$ cat src/rtl/tmr_sched_pkg.sv
// Shared definitions for the tick-driven timer scheduler: channel state encoding
// and default channel count / count width.
package tmr_sched_pkg;

  typedef enum logic {
    ST_IDLE = 1'b0,
    ST_RUN  = 1'b1
  } ch_state_e;

  localparam int NCH_DEF = 4;
  localparam int CW_DEF  = 8;

endpackage

$ cat src/rtl/tmr_sched_arb.sv
// Fixed-priority load arbiter: the lowest-index pending request wins and is
// acknowledged with a registered one-cycle ack.
module tmr_sched_arb
  import tmr_sched_pkg::*;
#(
  parameter int NCH = NCH_DEF
) (
  input  logic           ck,
  input  logic           resetn,
  input  logic [NCH-1:0] req,
  output logic [NCH-1:0] grant,
  output logic [NCH-1:0] ack
);

  // Handshake: req[i] is a level held by the requester until it sees ack[i]=1.
  // A channel whose ack is high this cycle is skipped, so one held request
  // yields exactly one grant; ack is one-hot or zero and lasts one cycle.
  logic found;

  always_comb begin
    grant = '0;
    found = 1'b0;
    for (int i = 0; i < NCH; i++) begin
      if (!found && req[i] && !ack[i]) begin
        grant[i] = 1'b1;
        found    = 1'b1;
      end
    end
  end

  always_ff @(posedge ck) begin
    if (!resetn) ack <= '0;
    else         ack <= grant;
  end

endmodule

$ cat src/rtl/tmr_sched.sv
// Multi-channel countdown timer scheduler with one shared decrementer steered
// by a scan pointer. Optional cancel input enabled by macro TMR_SCHED_CANCEL_EN.
module tmr_sched
  import tmr_sched_pkg::*;
#(
  parameter int NCH = NCH_DEF,
  parameter int CW  = CW_DEF
) (
  input  logic              ck,
  input  logic              resetn,
  input  logic              hz32,
  input  logic [NCH-1:0]    req,
  input  logic [NCH*CW-1:0] ld_val,
`ifdef TMR_SCHED_CANCEL_EN
  input  logic [NCH-1:0]    cancel,
`endif
  output logic [NCH-1:0]    ack,
  output logic [NCH-1:0]    busy,
  output logic [NCH-1:0]    expire,
  output logic              ovr
);

  localparam int PW = (NCH > 1) ? $clog2(NCH) : 1;

  logic [NCH-1:0] grant;
  logic [NCH-1:0] cancel_w;
  ch_state_e      state [NCH];
  logic [CW-1:0]  cnt   [NCH];
  logic [NCH-1:0] pend;
  logic [NCH-1:0] zload;
  logic [PW-1:0]  ptr;
  logic [CW-1:0]  dec_in;
  logic [CW-1:0]  dec_out;

`ifdef TMR_SCHED_CANCEL_EN
  assign cancel_w = cancel;
`else
  assign cancel_w = '0;
`endif

  tmr_sched_arb #(.NCH(NCH)) u_arb (
    .ck     (ck),
    .resetn (resetn),
    .req    (req),
    .grant  (grant),
    .ack    (ack)
  );

  // The only decrementer: it always works on the channel under the scan pointer.
  always_comb begin
    dec_in  = cnt[ptr];
    dec_out = dec_in - CW'(1);
  end

  always_comb begin
    for (int i = 0; i < NCH; i++) busy[i] = (state[i] == ST_RUN);
  end

  always_ff @(posedge ck) begin
    if (!resetn) begin
      for (int i = 0; i < NCH; i++) begin
        state[i] <= ST_IDLE;
        cnt[i]   <= '0;
      end
      pend   <= '0;
      zload  <= '0;
      ptr    <= '0;
      expire <= '0;
      ovr    <= 1'b0;
    end else begin
      // A zero-value load reports expiry one cycle after its ack.
      expire <= zload;
      zload  <= '0;
      ptr    <= (ptr == PW'(NCH - 1)) ? '0 : ptr + PW'(1);
      for (int i = 0; i < NCH; i++) begin
        if (grant[i]) begin
          cnt[i]  <= ld_val[i*CW +: CW];
          pend[i] <= 1'b0;
          if (ld_val[i*CW +: CW] == '0) begin
            state[i] <= ST_IDLE;
            zload[i] <= 1'b1;
          end else begin
            state[i] <= ST_RUN;
          end
        end else if (cancel_w[i]) begin
          state[i] <= ST_IDLE;
          pend[i]  <= 1'b0;
        end else if (state[i] == ST_RUN) begin
          // A strobe landing on an unserviced tick is lost and flagged.
          if (hz32 && pend[i])  ovr     <= 1'b1;
          else if (hz32)        pend[i] <= 1'b1;
          if (pend[i] && (ptr == PW'(i))) begin
            cnt[i]  <= dec_out;
            pend[i] <= 1'b0;
            if (dec_in == CW'(1)) begin
              state[i]  <= ST_IDLE;
              expire[i] <= 1'b1;
            end
          end
        end
      end
    end
  end

endmodule

$ cat config.mk
export PLATFORM = sky130hd
export DESIGN_NAME = tmr_sched
export DESIGN_NICKNAME = d
export VERILOG_FILES = /design/src/rtl/tmr_sched_pkg.sv /design/src/rtl/tmr_sched_arb.sv /design/src/rtl/tmr_sched.sv
export SDC_FILE = /design/constraint.sdc
export NUM_CORES = 1
export LEC_CHECK = 0
export ABC_AREA = 1
export BUFFER_PORTS_ARGS = -buffer_cell sky130_fd_sc_hd__buf_4
export CAP_MARGIN = 20
export CORE_UTILIZATION = 55
export DETAILED_ROUTE_END_ITERATION = 10
export PLACE_DENSITY_LB_ADDON = 0.2
export RECOVER_POWER = 25
export SETUP_SLACK_MARGIN = 0.5
export SYNTH_ARGS = -nofsm -noshare
export SYNTH_HDL_FRONTEND = slang
export SYNTH_SLANG_ARGS = --single-unit
$ cat constraint.sdc
create_clock -name ck -period 2.56 [get_ports ck]
set_clock_uncertainty 0.1 [all_clocks]
set_input_delay 0.128 -clock ck [delete_from_list [all_inputs] [get_ports ck]]
set_output_delay 0.128 -clock ck [all_outputs]
set_load 0.05 [all_outputs]
Word-level counts from Yosys, hierarchy flattened:

Memories as Yosys holds them, arrays and structs flattened. A register that Yosys moved wholly into a read port is not among the register bits.
Cells that the tools add are included.

* register bits after elaboration: 19
* bits in latches: 0
* RAM bits: 36
* ROM bits: 0
* output and inout bits: 13
* memories: 2

* add/subtract/negate cells: 2
* $mul: 0
* divide/modulo/power cells: 0
* order comparisons: 0
* equal/unequal tests: 8
* shifts and indexed selects: 0
* multiplexer cells: 150
* bitwise operators: 21
* reductions and logical operators: 40

Memories
* cnt: words 4, bits a word 8, read ports 1, clocked after memory_dff 1, wr ports 4, line tmr_sched.sv:28 `logic [CW-1:0] cnt [NCH];`
* state: words 4, bits a word 1, read ports 4, clocked after memory_dff 0, wr ports 4, line tmr_sched.sv:27 `ch_state_e state [NCH];`

Operators by type and width (number)
* two-way mux 1 bit: 141
* two-way mux 8 bit: 8
* logical NOT 8 bit: 4
* OR 1 bit: 20
* logical AND 1 bit: 15
* AND reduction 3 bit: 4
* OR reduction 2 bit: 5
* equality test 8 x 1 -> 1 bit, second input constant: 1
* != test 2 x 1 -> 1 bit, second input constant: 4
* nonzero test 2 bit: 4
* subtractor 8 x 1 -> 8 bit, second input constant: 1
* logical NOT 1 bit: 7
* equality test 2 bit, second input constant: 2
* adder 2 x 1 -> 2 bit, second input constant: 1
* equality test 2 x 1 -> 1 bit, second input constant: 1
* logical NOT 2 bit: 1
* two-way mux 2 bit: 1
* inverter 1 bit: 1

Depth between registers and ports, before layout:

Gate-level depths: netlist of run 1.

* word-level depth: 21
* mapped depth: 14
* mapped depth without buffers: 13

Modules after synthesis:

Synthesis of run 1 repeated with hierarchy kept, for this count alone.

* cell total of the unflattened synthesis: 368
* area, all modules: 3021.6 um2

By module, submodules not included
* tmr_sched: times used 1, cells each 342, area each 2816.5 um2, sequential area each 1351.3 um2
* tmr_sched_arb: times used 1, cells each 26, area each 205.2 um2, sequential area each 80.1 um2

Worst setup path before layout of run 1:

No wires, ideal clock.

* path type: register -> register
* from: register u_arb.ack[0]
* to: memory cnt[3][0] (netlist bit) (data pin)
* library setup time: 0.263 ns
* data arrival time: 1.536 ns
* path slack: 0.662 ns
* cell stages (with the launch flop): 12
* buffers on the path: 0
* clock period less this slack: 1.898 ns
* path through: dfxtp_1 > inv_1 > nand2_4 > nand2_4 > nand2_1 > inv_1 > nand2_1 > inv_1 > nand2_1 > inv_1 > nand2_1 > o21ai_0

RTL lines
* from (decl): line tmr_sched_arb.sv:12 `output logic [NCH-1:0] ack`
* from (signal assigned): line tmr_sched_arb.sv:33 `else ack <= grant;`
* to (decl): line tmr_sched.sv:28

==> results.sh, run 1 <==
export IMPL_swShare_pct=30.1
export IMPL_track_usage_pct=26.0
export IMPL_place_ws_ns=0.233
export IMPL_finalSetupTns_ns=0
export IMPL_final_cell_mix="147 x nand2_1, 42 x buf_4, 36 x nand3_1, 35 x inv_1, 33 x edfxtp_1"
export IMPL_required_ns=2.53
export IMPL_yosysWarnings=0
export IMPL_post_synth_top_area_cell="edfxtp_1"
export IMPL_cts_max_level=2
export IMPL_cpMaxStageDelayCell="dfxtp_1"
export IMPL_finalSetupViolations=0
export IMPL_max_slew_margin_rel_pct=56.0
export IMPL_ir_drop_uv=439
export IMPL_clk_latency_ns=0.31
export IMPL_stdcell_area_um2=3460
export IMPL_p_per_area_nw_per_um2=623
export IMPL_drc_errors=0
export IMPL_start_kind="flop"
export IMPL_num_antenna_cells=0
export IMPL_syn2layout_area_growth_pct=18.1
export IMPL_worstRegToRegCells=11
export IMPL_first_pass_iters=4
export IMPL_routed_wirelength_um=6770
export IMPL_finalHoldViolCount=0
export IMPL_final_common_cell="nand2_1"
export IMPL_drive_above_1_share_pct=16.1
export IMPL_ys_types=33
export IMPL_portBuffers=51
export IMPL_switchingPower_mw=0.648
export IMPL_cts_buffers=5
export IMPL_tightest_slew_ns=0.657
export IMPL_grt_max_degree=18
export IMPL_cp_cell_sequence="buf_2 -> nand2_1 -> nand3_1 -> nand2_1 -> ha_1 -> nand2_1 -> nor2_2 -> inv_1 -> nand2_1 -> o21ai_1 -> inv_1"
export IMPL_die_w_um=74.9
export IMPL_finalCritPeriodShare_pct=80.5
export IMPL_gr_total_overflow=0
export IMPL_endpoint_kind="flop"
export IMPL_seqPwrFrac_pct=47.9
export IMPL_grt_pass1_wl_um=10700
export IMPL_whs_path_depth=3
export IMPL_coreArea_um2=5110
export IMPL_synth_seq_area_share_pct=48.9
export IMPL_synth_seq_cells=55
export IMPL_rsz0062_at_grt="false"
export IMPL_synth_top_cell_area_share_pct=33.9
export IMPL_syn_inst=374
export IMPL_cts_tree="built"
export IMPL_row_count=26
export IMPL_setup_ws_ns=0.500
export IMPL_grt_antenna_before_repair=0
export IMPL_finalPower_mw=2.15
export IMPL_start_util_pct=57.3
export IMPL_fmax_mhz=486
export IMPL_clockPowerShare_pct=29.2
export IMPL_synth_area_um2=2930
export IMPL_crit_path_max_fanout=7
export IMPL_die_area_um2=5620
export IMPL_hp_class="in2reg"
export IMPL_gp_congestion=0.935
export IMPL_p_int_mw=1.51
export IMPL_nNetsFinal=473
export IMPL_synthesis_nets=419
export IMPL_numClockSinks=55
export IMPL_pwr_share_comb_pct=22.9
export IMPL_place_hpwl_um=5210
export IMPL_vias=2649
export IMPL_grt_pass1_vias=2371
export IMPL_syn_avg_cell_area_um2=7.83
export IMPL_final_antenna_net_count=0
export IMPL_clk_path_buf_depth=2
export IMPL_avgRoutedWirePerCell_um=13.6
export IMPL_cp_arrival_ns=2.03
export IMPL_clk_pin_slew_ns=0.10
export IMPL_cts_root_buf="clkbuf_8"
export IMPL_via_per_inst=5.31
export IMPL_drv_cap=0
export IMPL_slowest_delay_ns=0.48
export IMPL_pin_count=52
export IMPL_status="completed"
export IMPL_die_h_um=74.9
export IMPL_min_period_ns=2.06
export IMPL_drv_slew=0
export IMPL_crit_type="reg2reg"
export IMPL_crit_top_cell="nand2_1"
export IMPL_place_area_um2=3350
export IMPL_drtIter0Drc=134
export IMPL_synthTopCellsByArea="edfxtp_1 34%, nand2_1 19%, dfxtp_1 15%, nand3_1 6.2%, inv_1 4.5%"
export IMPL_p_leak_nw=1.63
[worst paths after layout]
check	startpoint	end	slack, ns
min	ld_val[27]	cnt[3][3]	0.005
max	ptr[0]	cnt[0][4]	0.50
min reg2reg	zload[1]	expire[1]	0.35
max reg2reg	ptr[0]	cnt[0][4]	0.50
[critical path, delay by kind of cell (launching register included)]
kind | cells | cell delay, ns
compound gates | 1 | 0.15
fa+ha+maj | 1 | 0.22
buf+inv | 3 | 0.35
simple gates | 6 | 0.53
flops | 1 | 0.48
[through the flow]
stage	instances	hold slack [ns]	utilization (%)
6_report	499	0.00498	67.7
5_1_grt	499	0.00918	67.7
4_1_cts	497	0.00424	68.7
3_5_place_dp	487	0.314	65.6
3_3_place_gp	487	0.314	65.6
2_1_floorplan	374	0.199	-
[registers in the layout (all words and copies together) (netlist names)]
signal / count
cnt: 32
expire: 4
pend: 4
state: 4
u_arb.ack: 4
zload: 4
ptr: 2
ovr: 1
[layer usage]
layer  vias up  global-route usage, %  wire length, um
met5         -                      0                0
met4         0                   8.18              111
met3        12                   5.35              338
met2        61                   44.2             3380
met1      1248                   33.3             2930
li1       1328                      -                -
[synthesized netlist by cell type]
library cell,count
nand2_2,5
inv_1,35
edfxtp_1,33
a21oi_1,6
o21bai_1,2
and2_0,1
inv_2,2
nand3b_1,1
buf_6,1
a22o_1,2
o21ai_0,11
nor2_1,13
clkbuf_1,2
and3_1,1
buf_4,5
nand2_1,145
nand3_1,36
nor3_1,5
dfxtp_1,22
nor2_2,8
nor2_4,2
nand4_1,5
buf_2,3
a31oi_1,1
ha_1,6
nand2_4,2
o22ai_1,1
nor4_1,6
buf_1,1
nor3b_1,1
inv_4,1
o21ai_1,8
o2bb2ai_1,1
[final cells by class]
| cell class | count | area, um2 |
|---|---|---|
| clock buffers | 6 | 93.8 |
| clock inverters | 2 | 36.3 |
| fillers | 460 | 1650 |
| inverters | 38 | 148 |
| multi-input cells | 269 | 1260 |
| flip-flops and latches | 55 | 1440 |
| well taps | 70 | 87.6 |
| repair buffers | 59 | 397 |
[cells by family (layout without fill, tap and decap cells)]
| kind of cell | Yosys count | after routing | synth area share [%] |
|---|---|---|---|
| adder cells (fa/ha/maj) | 6 | 6 | 2.57 |
| AND/OR/NAND/NOR | 231 | 231 | 34.9 |
| buffers and inverters | 50 | 105 | 7.52 |
| AO/OA/AOI/OAI | 32 | 32 | 6.11 |
| flip-flops | 55 | 55 | 48.9 |
[power groups by stage]
stage	sequential [mW]	clock (mW)	combinational, mW
after floorplan	1.05	0	0.336
after global placement	1.05	0	0.474
after detailed placement	1.05	0	0.485
after CTS	1.04	0.633	0.490
after global routing	1.04	0.667	0.546
final	1.03	0.630	0.494
[what timing repair did]
item                                   CTS  global route
hold buffers                             2             0
endpoints found under the hold margin    2             0
buffers inserted                         0             2
resized for setup                        3             5
setup endpoints to repair               50            26
Note: power is estimated with default switching activity, not from simulation.
==> inputs of run 2 (changes only) <==
Clock period 2.56 ns to 2.1 ns, I/O delays scaled along.
==> results.sh, run 2 (synthesized netlist as in run 1, its figures left out) <==
export IMPL_cts_tree="built"
export IMPL_drive_above_1_share_pct=29.1
export IMPL_endpoint_kind="flop"
export IMPL_final_core_util_pct=79.2
export IMPL_worstRegToRegCells=11
export IMPL_via_per_inst=5.71
export IMPL_coreArea_um2=5110
export IMPL_top_register="cnt"
export IMPL_start_util_pct=57.3
export IMPL_crit_path_max_fanout=7
export IMPL_cts_root_buf="clkbuf_8"
export IMPL_hp_class="in2reg"
export IMPL_largest_reg_flops=32
export IMPL_ir_drop_uv=447
export IMPL_switchingPower_mw=0.947
export IMPL_wl_met2_um=4690
export IMPL_final_common_cell="nand2_1"
export IMPL_cts_max_level=2
export IMPL_numClockSinks=55
export IMPL_finalHoldWorstSlack_ns=0.00394
export IMPL_routed_wirelength_um=9230
export IMPL_crit_type="reg2reg"
export IMPL_rsz0062_at_grt="true"
export IMPL_routed_top_layer="met4"
export IMPL_pin_count=52
export IMPL_stdcell_count=547
export IMPL_grt_max_degree=18
export IMPL_finalCritPeriodShare_pct=90.7
export IMPL_die_h_um=74.9
export IMPL_finalHoldViolCount=0
export IMPL_row_count=26
export IMPL_r2r_end="cnt[3][0]"
export IMPL_seqPwrFrac_pct=46.1
export IMPL_drv_cap=0
export IMPL_nNetsFinal=521
export IMPL_reg2reg_slack_ns=0.20
export IMPL_die_w_um=74.9
export IMPL_clk_pin_slew_ns=0.10
export IMPL_finalPower_mw=2.73
export IMPL_first_pass_iters=5
export IMPL_status="completed"
export IMPL_tightest_slew_ns=0.770
export IMPL_final_antenna_net_count=0
export IMPL_pwr_share_comb_pct=32.1
export IMPL_gr_total_overflow=0
export IMPL_drc_errors=0
export IMPL_clockPowerShare_pct=21.8
export IMPL_wl_met1_um=3490
export IMPL_track_usage_pct=31.4
export IMPL_required_ns=2.08
export IMPL_gp_congestion=0.884
export IMPL_clk_latency_ns=0.32
export IMPL_drv_slew=0
export IMPL_fillers=355
export IMPL_vias=3121
export IMPL_grt_pass1_wl_um=12700
export IMPL_multi_input_area_um2=1460
export IMPL_min_to="cnt[2][5]"
export IMPL_portBuffers=51
export IMPL_seq_area_um2=1440
export IMPL_max_slew_margin_rel_pct=48.5
export IMPL_drtIter0Drc=305
export IMPL_dp_cells=493
export IMPL_place_hpwl_um=5450
export IMPL_p_per_area_nw_per_um2=674
export IMPL_start_kind="flop"
export IMPL_swShare_pct=34.7
export IMPL_finalSetupViolations=0
export IMPL_cp_arrival_ns=1.88
export IMPL_reg2reg_from="u_arb.ack[0]"
export IMPL_clk_path_buf_depth=2
export IMPL_fmax_mhz=525
export IMPL_die_area_um2=5620
export IMPL_wl_met3_um=660
export IMPL_cts_buffers=5
export IMPL_avgRoutedWirePerCell_um=16.9
export IMPL_finalSetupTns_ns=0
export IMPL_num_antenna_cells=0
export IMPL_whs_path_depth=3
export IMPL_p_int_mw=1.78
export IMPL_grt_pass1_vias=2807
export IMPL_syn2layout_area_growth_pct=38.2
export IMPL_worstHoldStart="ld_val[21]"
export IMPL_grt_antenna_before_repair=0
export IMPL_final_cell_mix="126 x nand2_1, 62 x buf_4, 33 x edfxtp_1, 30 x nand3_1, 28 x inv_1"
export IMPL_p_leak_nw=1.87
export IMPL_min_period_ns=1.90
[run 2: cell count changes in the layout (fill, tap and decap cells not counted), sizes merged]
cell	previous run	this run
clkinv	0	1
bufinv	1	0
nand2	152	153
buf	43	64
dlygate4sd3	2	26
clkinvlp	0	1
clkbuf	20	21
[run 2: cell type report]
cell class	instances	area share, %
well taps	70	2.17
clock inverters	3	0.433
clock buffers	5	1.70
flip-flops and latches	55	35.7
repair buffers	106	20.1
inverters	38	3.80
multi-input cells	270	36.2
[run 2: repair_timing]
action | 4_1_cts | 5_1_grt
resized for setup | 34 | 32
setup endpoints to repair | 72 | 64
endpoints found under the hold margin | 20 | 0
pin swaps | 18 | 25
hold buffers | 26 | 0
cloned | 1 | 0
setup buffers | 11 | 8
[run 2: worst max-delay path by stage]
stage / from / end / slack, ns / depth (start not counted)
floorplan: ptr[0] / cnt[0][4] / 0.38 / 13
detailed placement: ptr[0] / cnt[1][6] / 0.13 / 10
finish: u_arb.ack[0] / cnt[3][0] / 0.20 / 11
global route: u_arb.ack[0] / cnt[3][7] / 0.09 / 11
global placement: ptr[0] / cnt[2][6] / 0.18 / 10
CTS: ptr[0] / cnt[0][4] / 0.28 / 12
[run 2: through the flow]
step | setup slack (ns) | cell area (um2)
2_1_floorplan | 0.377 | 2970
3_3_place_gp | 0.180 | 3430
3_5_place_dp | 0.126 | 3430
4_1_cts | 0.283 | 3950
5_1_grt | 0.0904 | 4050
6_report | 0.196 | 4050
[run 2: power groups by stage]
stage / Combinational (mW) / Sequential, mW / Clock, mW
2_1_floorplan: 0.439 / 1.28 / 0
3_3_place_gp: 0.633 / 1.27 / 0
3_5_place_dp: 0.644 / 1.28 / 0
4_1_cts: 0.758 / 1.25 / 0.588
5_1_grt: 0.935 / 1.26 / 0.632
6_report: 0.875 / 1.26 / 0.594
[run 2: worst max-delay path, cell delays in order, from the launching register on]
cell	delay [ns]
dfxtp_4	0.36
inv_2	0.04
nand2_4	0.09
nand2_4	0.08
nand2_1	0.07
inv_1	0.10
nand2_2	0.13
inv_1	0.07
nand2_2	0.13
clkinvlp_2	0.27
nand2_1	0.15
o21ai_1	0.08
[run 2: per-layer routing]
layer / track usage [%] / vias up
li1: - / 1430
met1: 35.8 / 1450
met2: 56.9 / 199
met3: 6.02 / 42
met4: 14.0 / 0
met5: 0 / -
==> inputs of run 3 (changes only) <==
Settings changed: CTS_BUF_LIST set to sky130_fd_sc_hd__clkbuf_16, PLACE_DENSITY set to 0.84, PLACE_DENSITY_LB_ADDON 0.2 to unset.
==> results.sh, run 3 (synthesized netlist as in run 1, its figures left out) <==
export IMPL_gr_total_overflow=0
export IMPL_first_pass_iters=6
export IMPL_min_period_ns=1.89
export IMPL_crit_type="reg2reg"
export IMPL_portBuffers=51
export IMPL_via_per_inst=5.61
export IMPL_crit_path_max_fanout=6
export IMPL_nNetsFinal=494
export IMPL_drive_above_1_share_pct=31.8
export IMPL_cp_arrival_ns=1.85
export IMPL_finalPower_mw=2.92
export IMPL_stdcell_area_um2=3920
export IMPL_die_h_um=74.9
export IMPL_finalCritPeriodShare_pct=90.1
export IMPL_die_w_um=74.9
export IMPL_grt_pass1_vias=2657
export IMPL_drv_slew=0
export IMPL_clk_latency_ns=0.30
export IMPL_track_usage_pct=28.8
export IMPL_cts_tree="built"
export IMPL_drtIter0Drc=252
export IMPL_cts_max_level=2
export IMPL_final_antenna_net_count=0
export IMPL_cts_root_buf="clkbuf_16"
export IMPL_row_count=26
export IMPL_start_util_pct=57.3
export IMPL_fmax_mhz=528
export IMPL_endpoint_kind="flop"
export IMPL_hp_class="in2reg"
export IMPL_numClockSinks=55
export IMPL_finalSetupTns_ns=0
export IMPL_required_ns=2.06
export IMPL_crit_path_start="ptr[0]"
export IMPL_finalHoldWorstSlack_ns=-0.00347
export IMPL_final_common_cell="nand2_1"
export IMPL_fillers=348
export IMPL_final_cell_mix="127 x nand2_1, 56 x buf_4, 33 x edfxtp_1, 28 x inv_1, 27 x nand3_1"
export IMPL_ir_drop_uv=753
export IMPL_grt_pass1_wl_um=11800
export IMPL_rsz0062_at_grt="true"
export IMPL_drc_errors=0
export IMPL_status="complete, but fails checks"
export IMPL_syn2layout_area_growth_pct=34.0
export IMPL_routed_wirelength_um=8420
export IMPL_max_slew_margin_rel_pct=58.0
export IMPL_num_antenna_cells=0
export IMPL_finalSetupViolations=0
export IMPL_tightest_slew_ns=0.628
export IMPL_clk_path_buf_depth=2
export IMPL_vias=2918
export IMPL_coreArea_um2=5110
export IMPL_worstHoldStart="ld_val[28]"
export IMPL_largest_reg_flops=32
export IMPL_clk_pin_slew_ns=0.07
export IMPL_place_hpwl_um=5500
export IMPL_avgRoutedWirePerCell_um=16.2
export IMPL_grt_antenna_before_repair=0
export IMPL_cts_buffers=5
export IMPL_place_area_um2=3440
export IMPL_gp_congestion=0.899
export IMPL_drv_cap=0
export IMPL_top_register="cnt"
export IMPL_grt_max_degree=18
export IMPL_finalHoldViolCount=2
export IMPL_violations="hold timing"
export IMPL_start_kind="flop"
export IMPL_p_leak_nw=1.80
export IMPL_die_area_um2=5620
export IMPL_pin_count=52
export IMPL_p_per_area_nw_per_um2=745
export IMPL_reg2reg_from="ptr[0]"
## run 3: changes by cell type in the layout (fill, tap and decap cells not counted), sizes merged
cell and change:
inv +1, clkinvlp -1, dlygate4sd3 -23, buf -4
## run 3: where the power goes
part | internal (mW) | switching [mW]
Combinational | 0.306 | 0.553
Clock | 0.433 | 0.372
Sequential | 1.21 | 0.0412
Total | 1.95 | 0.966
## run 3: critical path: stages, from the launching register on
cell and delay [ns]:
dfxtp_4 0.37, clkbuf_1 0.17, nand2_1 0.09, nand3_1 0.09
nand2_1 0.12, nand2_2 0.09, nor2_4 0.16, nand2_1 0.10
nand2_1 0.11, nand2_2 0.09, nand2_1 0.09, nand2_1 0.05
## run 3: stage by stage
stage | hold slack [ns] | cells | utilization (%) | setup slack (ns)
final | -0.00347 | 520 | 76.8 | 0.207
after global routing | 0.0129 | 520 | 76.8 | 0.115
after CTS | 0.00170 | 514 | 74.0 | 0.298
after detailed placement | 0.294 | 494 | 67.3 | 0.191
after global placement | 0.289 | 494 | 67.3 | 0.212
after floorplan | 0.176 | 374 | - | 0.377
## run 3: per-layer routing
layer	vias to the layer above	part of all wire [%]	global-route usage [%]
li1	1379	-	-
met1	1385	40	33.9
met2	125	52	52.5
met3	29	5.7	5.09
met4	0	2.8	10.5
met5	-	0	0
## run 3: worst paths after layout
| kind | depth (start not counted) | end | slack (ns) |
|---|---|---|---|
| hold reg to reg | 2 | expire[2] | 0.36 |
| setup / recovery | 11 | cnt[3][5] | 0.21 |
| hold / removal | 3 | cnt[3][4] | -0.003 |
| setup reg to reg | 11 | cnt[3][5] | 0.21 |
## run 3: cell type report
| cell class | count | area [um2] | area share, % |
|---|---|---|---|
| well taps | 70 | 87.6 | 2.23 |
| clock inverters | 3 | 12.5 | 0.319 |
| multi-input cells | 270 | 1530 | 39.0 |
| repair buffers | 79 | 572 | 14.6 |
| flip-flops and latches | 55 | 1450 | 36.9 |
| inverters | 38 | 150 | 3.83 |
| clock buffers | 5 | 125 | 3.19 |
## run 3: what timing repair did
item                                    CTS  global route
gates cloned                              0             1
hold buffers                              3             0
resized for setup                        36            46
buffers inserted                          9             5
pin swaps                                15            22
endpoints found under the hold margin     3             0
endpoints found under the setup margin   72            65
